--- config.mk ---
export PLATFORM = sky130hd
export DESIGN_NAME = exe_stage_sched
export DESIGN_NICKNAME = d
export VERILOG_FILES = /design/src/rtl/exe_stage_sched.sv
export SDC_FILE = /design/constraint.sdc
export NUM_CORES = 1
export LEC_CHECK = 0
export CAP_MARGIN = 20
export CORE_MARGIN = 1.5
export CORE_UTILIZATION = 53
export CTS_BUF_LIST = sky130_fd_sc_hd__clkbuf_4
export CTS_CLUSTER_DIAMETER = 60
export DETAILED_ROUTE_END_ITERATION = 10
export GPL_TIMING_DRIVEN = 0
export PLACE_DENSITY = 0.84
export SLEW_MARGIN = 25
export SYNTH_ARGS = -nofsm -noshare
export SYNTH_HDL_FRONTEND = slang
export SYNTH_SLANG_ARGS = --single-unit
--- constraint.sdc ---
create_clock -name clk -period 7.26 [get_ports clk]
set_input_delay 2.178 -clock clk [delete_from_list [all_inputs] [get_ports clk]]
set_output_delay 2.178 -clock clk [all_outputs]
set_load 0.005 [all_outputs]
--- src/rtl/exe_stage_sched.sv ---
// Hazard/stall scheduler for the ID->EXE register: exception flush,
// D-cache freeze, multi-cycle divide occupancy and load-use bubbles.
module exe_stage_sched #(
  parameter int DIV_CYCLES = 36
) (
  input  logic        clk,
  input  logic        rst,
  input  logic        ID_Valid,
  input  logic        ID_IsDiv,
  input  logic        ID_UsesRs,
  input  logic        ID_UsesRt,
  input  logic [4:0]  ID_rs,
  input  logic [4:0]  ID_rt,
  input  logic        EXE_IsLoad,
  input  logic [4:0]  EXE_DstReg,
  input  logic        EXE_RegWrEn,
  input  logic        Exc_Flush,
  input  logic        DCache_Busy,
  output logic        EXE_Wr,
  output logic        EXE_Flush,
  output logic        ID_Wr,
  output logic        ID_Flush,
  output logic        PC_Wr,
  output logic        Div_Start,
  output logic        Div_Done,
  output logic        Div_Busy,
  output logic [31:0] Stall_Cnt
);

  localparam int CW = $clog2(DIV_CYCLES + 1);
  localparam logic [CW-1:0] CNT_LOAD = CW'(DIV_CYCLES);
  localparam logic [CW-1:0] CNT_ONE  = CW'(1);

  typedef enum logic {
    RUN = 1'b0,
    DIV = 1'b1
  } state_t;

  state_t        state;
  state_t        state_nx;
  logic [CW-1:0] cnt;
  logic [CW-1:0] cnt_nx;
  logic          start_nx;
  logic [31:0]   stall_nx;
  logic          in_div;
  logic          div_hold;
  logic          hazard;
  logic          div_req;
  logic          rs_hit;
  logic          rt_hit;

  assign in_div   = (state == DIV);
  assign div_hold = in_div & (cnt > CNT_ONE);
  assign div_req  = ID_Valid & ID_IsDiv;
  assign rs_hit   = ID_UsesRs & (ID_rs == EXE_DstReg);
  assign rt_hit   = ID_UsesRt & (ID_rt == EXE_DstReg);
  assign hazard   = EXE_IsLoad & EXE_RegWrEn
                  & (EXE_DstReg != 5'd0)
                  & ID_Valid & (rs_hit | rt_hit);

  always_ff @(posedge clk or negedge rst) begin
    if (!rst) begin
      state     <= RUN;
      cnt       <= '0;
      Div_Start <= 1'b0;
      Stall_Cnt <= '0;
    end else begin
      state     <= state_nx;
      cnt       <= cnt_nx;
      Div_Start <= start_nx;
      Stall_Cnt <= stall_nx;
    end
  end

  // A freeze during a divide keeps counting down but never releases.
  always_comb begin
    state_nx = state;
    cnt_nx   = cnt;
    start_nx = 1'b0;
    stall_nx = Stall_Cnt + {31'd0, ~Exc_Flush & ~PC_Wr};
    priority case (1'b1)
      Exc_Flush: begin
        state_nx = RUN;
        cnt_nx   = '0;
      end
      DCache_Busy: begin
        if (div_hold) cnt_nx = cnt - CNT_ONE;
      end
      div_hold: begin
        cnt_nx = cnt - CNT_ONE;
      end
      default: begin
        if (EXE_Wr & div_req) begin
          state_nx = DIV;
          cnt_nx   = CNT_LOAD;
          start_nx = 1'b1;
        end else begin
          state_nx = RUN;
          cnt_nx   = '0;
        end
      end
    endcase
  end

  always_comb begin
    EXE_Wr    = 1'b0;
    EXE_Flush = 1'b0;
    ID_Wr     = 1'b0;
    ID_Flush  = 1'b0;
    PC_Wr     = 1'b0;
    Div_Done  = 1'b0;
    Div_Busy  = in_div;
    priority case (1'b1)
      !rst: begin
        EXE_Flush = 1'b1;
        ID_Flush  = 1'b1;
        Div_Busy  = 1'b0;
      end
      Exc_Flush: begin
        EXE_Flush = 1'b1;
        ID_Flush  = 1'b1;
        PC_Wr     = 1'b1;
      end
      DCache_Busy, div_hold: begin
        EXE_Wr = 1'b0;
      end
      in_div: begin
        Div_Done = 1'b1;
        EXE_Wr   = 1'b1;
        ID_Wr    = 1'b1;
        PC_Wr    = 1'b1;
      end
      hazard: begin
        EXE_Flush = 1'b1;
      end
      default: begin
        EXE_Wr = 1'b1;
        ID_Wr  = 1'b1;
        PC_Wr  = 1'b1;
      end
    endcase
  end

endmodule

==> flow_metrics.tcl <==
set metrics [dict create \
    grt_max_degree 29 \
    cts_hold_buffers 0 \
    path_delay_family "buffers and inverters" \
    avgViaCountPerCell 5.77 \
    clk-insertion-delay-late_ns 0.34 \
    ys_ff_latch 40 \
    hold_start "Stall_Cnt[31]" \
    synthCells 221 \
    antenna_left 0 \
    hp-class "flip-flop to flip-flop" \
    gp_congestion 0.802 \
    path_cells "clkdlybuf4s50_1 > xnor2_1 > nand4_1 > o22ai_1 > a21oi_1 > buf_4 > clkdlybuf4s50_1" \
    worst_setup_path_start_kind "primary input" \
    setup_viol 0 \
    path_buf_inv 3 \
    cts_buffers 5 \
    peakVddDrop_mv 0.134 \
    grt_use_total_pct 22.8 \
    tightest_slew_ns 0.683 \
    layout_worst_path_cycle_share_pct 90.1 \
    start_util_pct 56.0 \
    fin_nets 321 \
    synth-xor-area-share_pct 15.7 \
    clock.fmax_mhz 153 \
    cts_resized 0 \
    wl_per_cell_um 15.0 \
    post-cts-setup-buffers 0 \
    core_area_sq_um 4090 \
    via_count 1972 \
    finalHoldViolCount 0 \
    status "complete, no violations" \
    stdcell_area_sq_um 3050 \
    r2r_slack_ns 3.94 \
    setup_tns_ns 0 \
    htreeDepth 2 \
    fp.dieW_um 68.7 \
    skew_ns 0.00901 \
    drv_slew 0 \
    path_class "primary input to primary output" \
    use_met1_pct 27.8 \
    cp_data_required_time_ns 5.08 \
    synth_edf_count 0 \
    synthTopCellsByArea "dfrtp_1 (44%), xnor2_1 (10%), xor2_1 (5.4%)" \
    swShare_pct 28.3 \
    p_switching_uw 135 \
    cts_tree "built" \
    placed_cells 335 \
    synthAdderAreaFrac_pct 2.19 \
    overflow 0 \
    syn_area_per_cell_sq_um 10.4 \
    grt_util_met2_pct 38.7 \
    grt_pass1_vias 1809 \
    yosys.area.top_type "dfrtp_1" \
    grt-busiest-layer "met2" \
    end_kind "primary output" \
    drt_first_pass_iters 4 \
    cts_buffer_depth 2 \
    seq_power_share_pct 55.4 \
    p_per_area_nw_per_um2 156 \
    dpl_cell_area_sq_um 3000 \
    drive_above_1_share_pct 11.0 \
    combinationalPowerShare_pct 21.9 \
    pin_count 65 \
    slowest_delay_ns 0.57 \
    yosysWarnings 0 \
    netlist_area_sq_um 2290 \
    clockRootBuffer "clkbuf_4" \
    die-area_sq_um 4720 \
    drc 0 \
    synthSimpleGateAreaFrac_pct 24.7 \
    synthTopCellsByCount "dfrtp_1 (40), xnor2_1 (27), nand2_1 (17)" \
    async_flop_share_pct 100 \
    antenna_found_initial 0 \
    leakagePower_uw 0.00129 \
    num_rows 23 \
    synth_compound_area_share_pct 9.79 \
    rr_startpoint "cnt[0]" \
    grt_pass1_wl_um 8040 \
    path_clk_slew_ns 0.11 \
    seq_area_frac_synth_pct 43.7 \
    diodes 0 \
    synth_fp_nets 250 \
    synth_top_family_by_area "simple AND/OR/NAND/NOR gates" \
    rsz0062_at_grt "no" \
    fin_cells 342 \
    met3_usage_pct 6.49 \
    place_ws_ns 0.719 \
    portBuffers 63 \
    startpoint "EXE_DstReg[1]" \
    maxCapViolations 0 \
    p_int_uw 341 \
    hpwlAfterDp_um 3820 \
    cts_sinks 40 \
    drt_iter0_markers 81 \
    area_growth_pct 33.1 \
    synth_most_common_cell "dfrtp_1" \
    crit_slowest_cell "clkdlybuf4s50_1" \
    synthMuxAreaShare_pct 0.929 \
    slew_headroom_pct 54.4 \
    clock_power_share_pct 22.8 \
    worst_ep_arrival_time_ns 4.37 \
    post-route-min-period_ns 6.54 \
    synth_top_area_share_pct 43.7 \
    path_common_cell "clkdlybuf4s50_1" \
    synth.distinct_cells 45 \
    synth_ff_type "dfrtp_1" \
    die_height_um 68.7 \
    fin_ws_ns 0.716 \
    worstPathMaxFanout 8 \
    wl_um 5130 \
]
-- area by class of cell --
class	instances	area [sq um]
Fill cell	329	1040
Clock inverter	1	5.00
Buffer	7	46.3
Timing Repair Buffer	64	646
Inverter	6	22.5
Tap cell	50	62.6
Multi-Input combinational cell	168	1220
Sequential cell	40	1000
Clock buffer	6	45.0
-- path summary, 6_finish.rpt --
| check | endpoint | cells past startpoint |
|---|---|---|
| max | ID_Wr | 7 |
| min | Stall_Cnt[31] | 1 |
| max reg2reg | Stall_Cnt[18] | 12 |
| min reg2reg | Stall_Cnt[31] | 1 |
| max in group asynchronous | in_div | 2 |
| min in group asynchronous | Stall_Cnt[8] | 1 |
-- worst register-to-register path, delay by kind of cell (launching register included) --
family          cells  cell delay, ns
simple gates        3            0.99
buf+inv             1            0.08
compound gates      4            0.87
fa+ha+maj           3            0.69
xor+xnor            1            0.20
flops               1            0.42
-- metal layers --
metal | up-vias | routed length [um] | part of all wire [%]
li1 | 945 | - | -
met1 | 955 | 2180 | 42
met2 | 68 | 2500 | 49
met3 | 4 | 401 | 7.8
met4 | 0 | 48 | 0.94
met5 | - | 0 | 0
-- sequential cells by signal (all words and copies together), names as in the netlist --
signal,cells
Div_Start,1
Stall_Cnt,32
cnt,6
in_div,1
-- per-stage QoR --
stage                     hold WS [ns]  utilization [%]  total power (uW)
after detailed placement         0.456             73.3               372
after global placement           0.455             73.0               365
after CTS                        0.475             74.6               478
after global routing             0.498             74.6               501
after floorplan                  0.465                -               304
final                            0.470             74.6               475
-- power by group through the flow --
stage / Clock [uW] / Combinational (uW) / Sequential, uW
6_report: 108 / 104 / 263
4_1_cts: 110 / 105 / 263
3_3_place_gp: 0 / 99.8 / 265
2_1_floorplan: 0 / 40.9 / 263
3_5_place_dp: 0 / 105 / 267
5_1_grt: 120 / 114 / 267
-- cells by family after synthesis --
logic type,after synthesis
adders and majority gates,4
and+or+nand+nor,91
AOI/OAI and AO/OA,30
DFF,40
buffers and inverters,13
muxes,2
xor gates and xnor gates,41
-- cell usage in the layout (no fill, tap or decap), types with 6 or more instances in the layout --
cell,count
nor4_2,8
nand3_1,15
inv_1,6
nor2_1,10
nand4_1,11
nand2_1,17
clkbuf_4,6
and4_1,6
xnor2_1,27
dfrtp_1,40
clkdlybuf4s50_1,62
xor2_1,14
(Power assumes the default switching activity.)
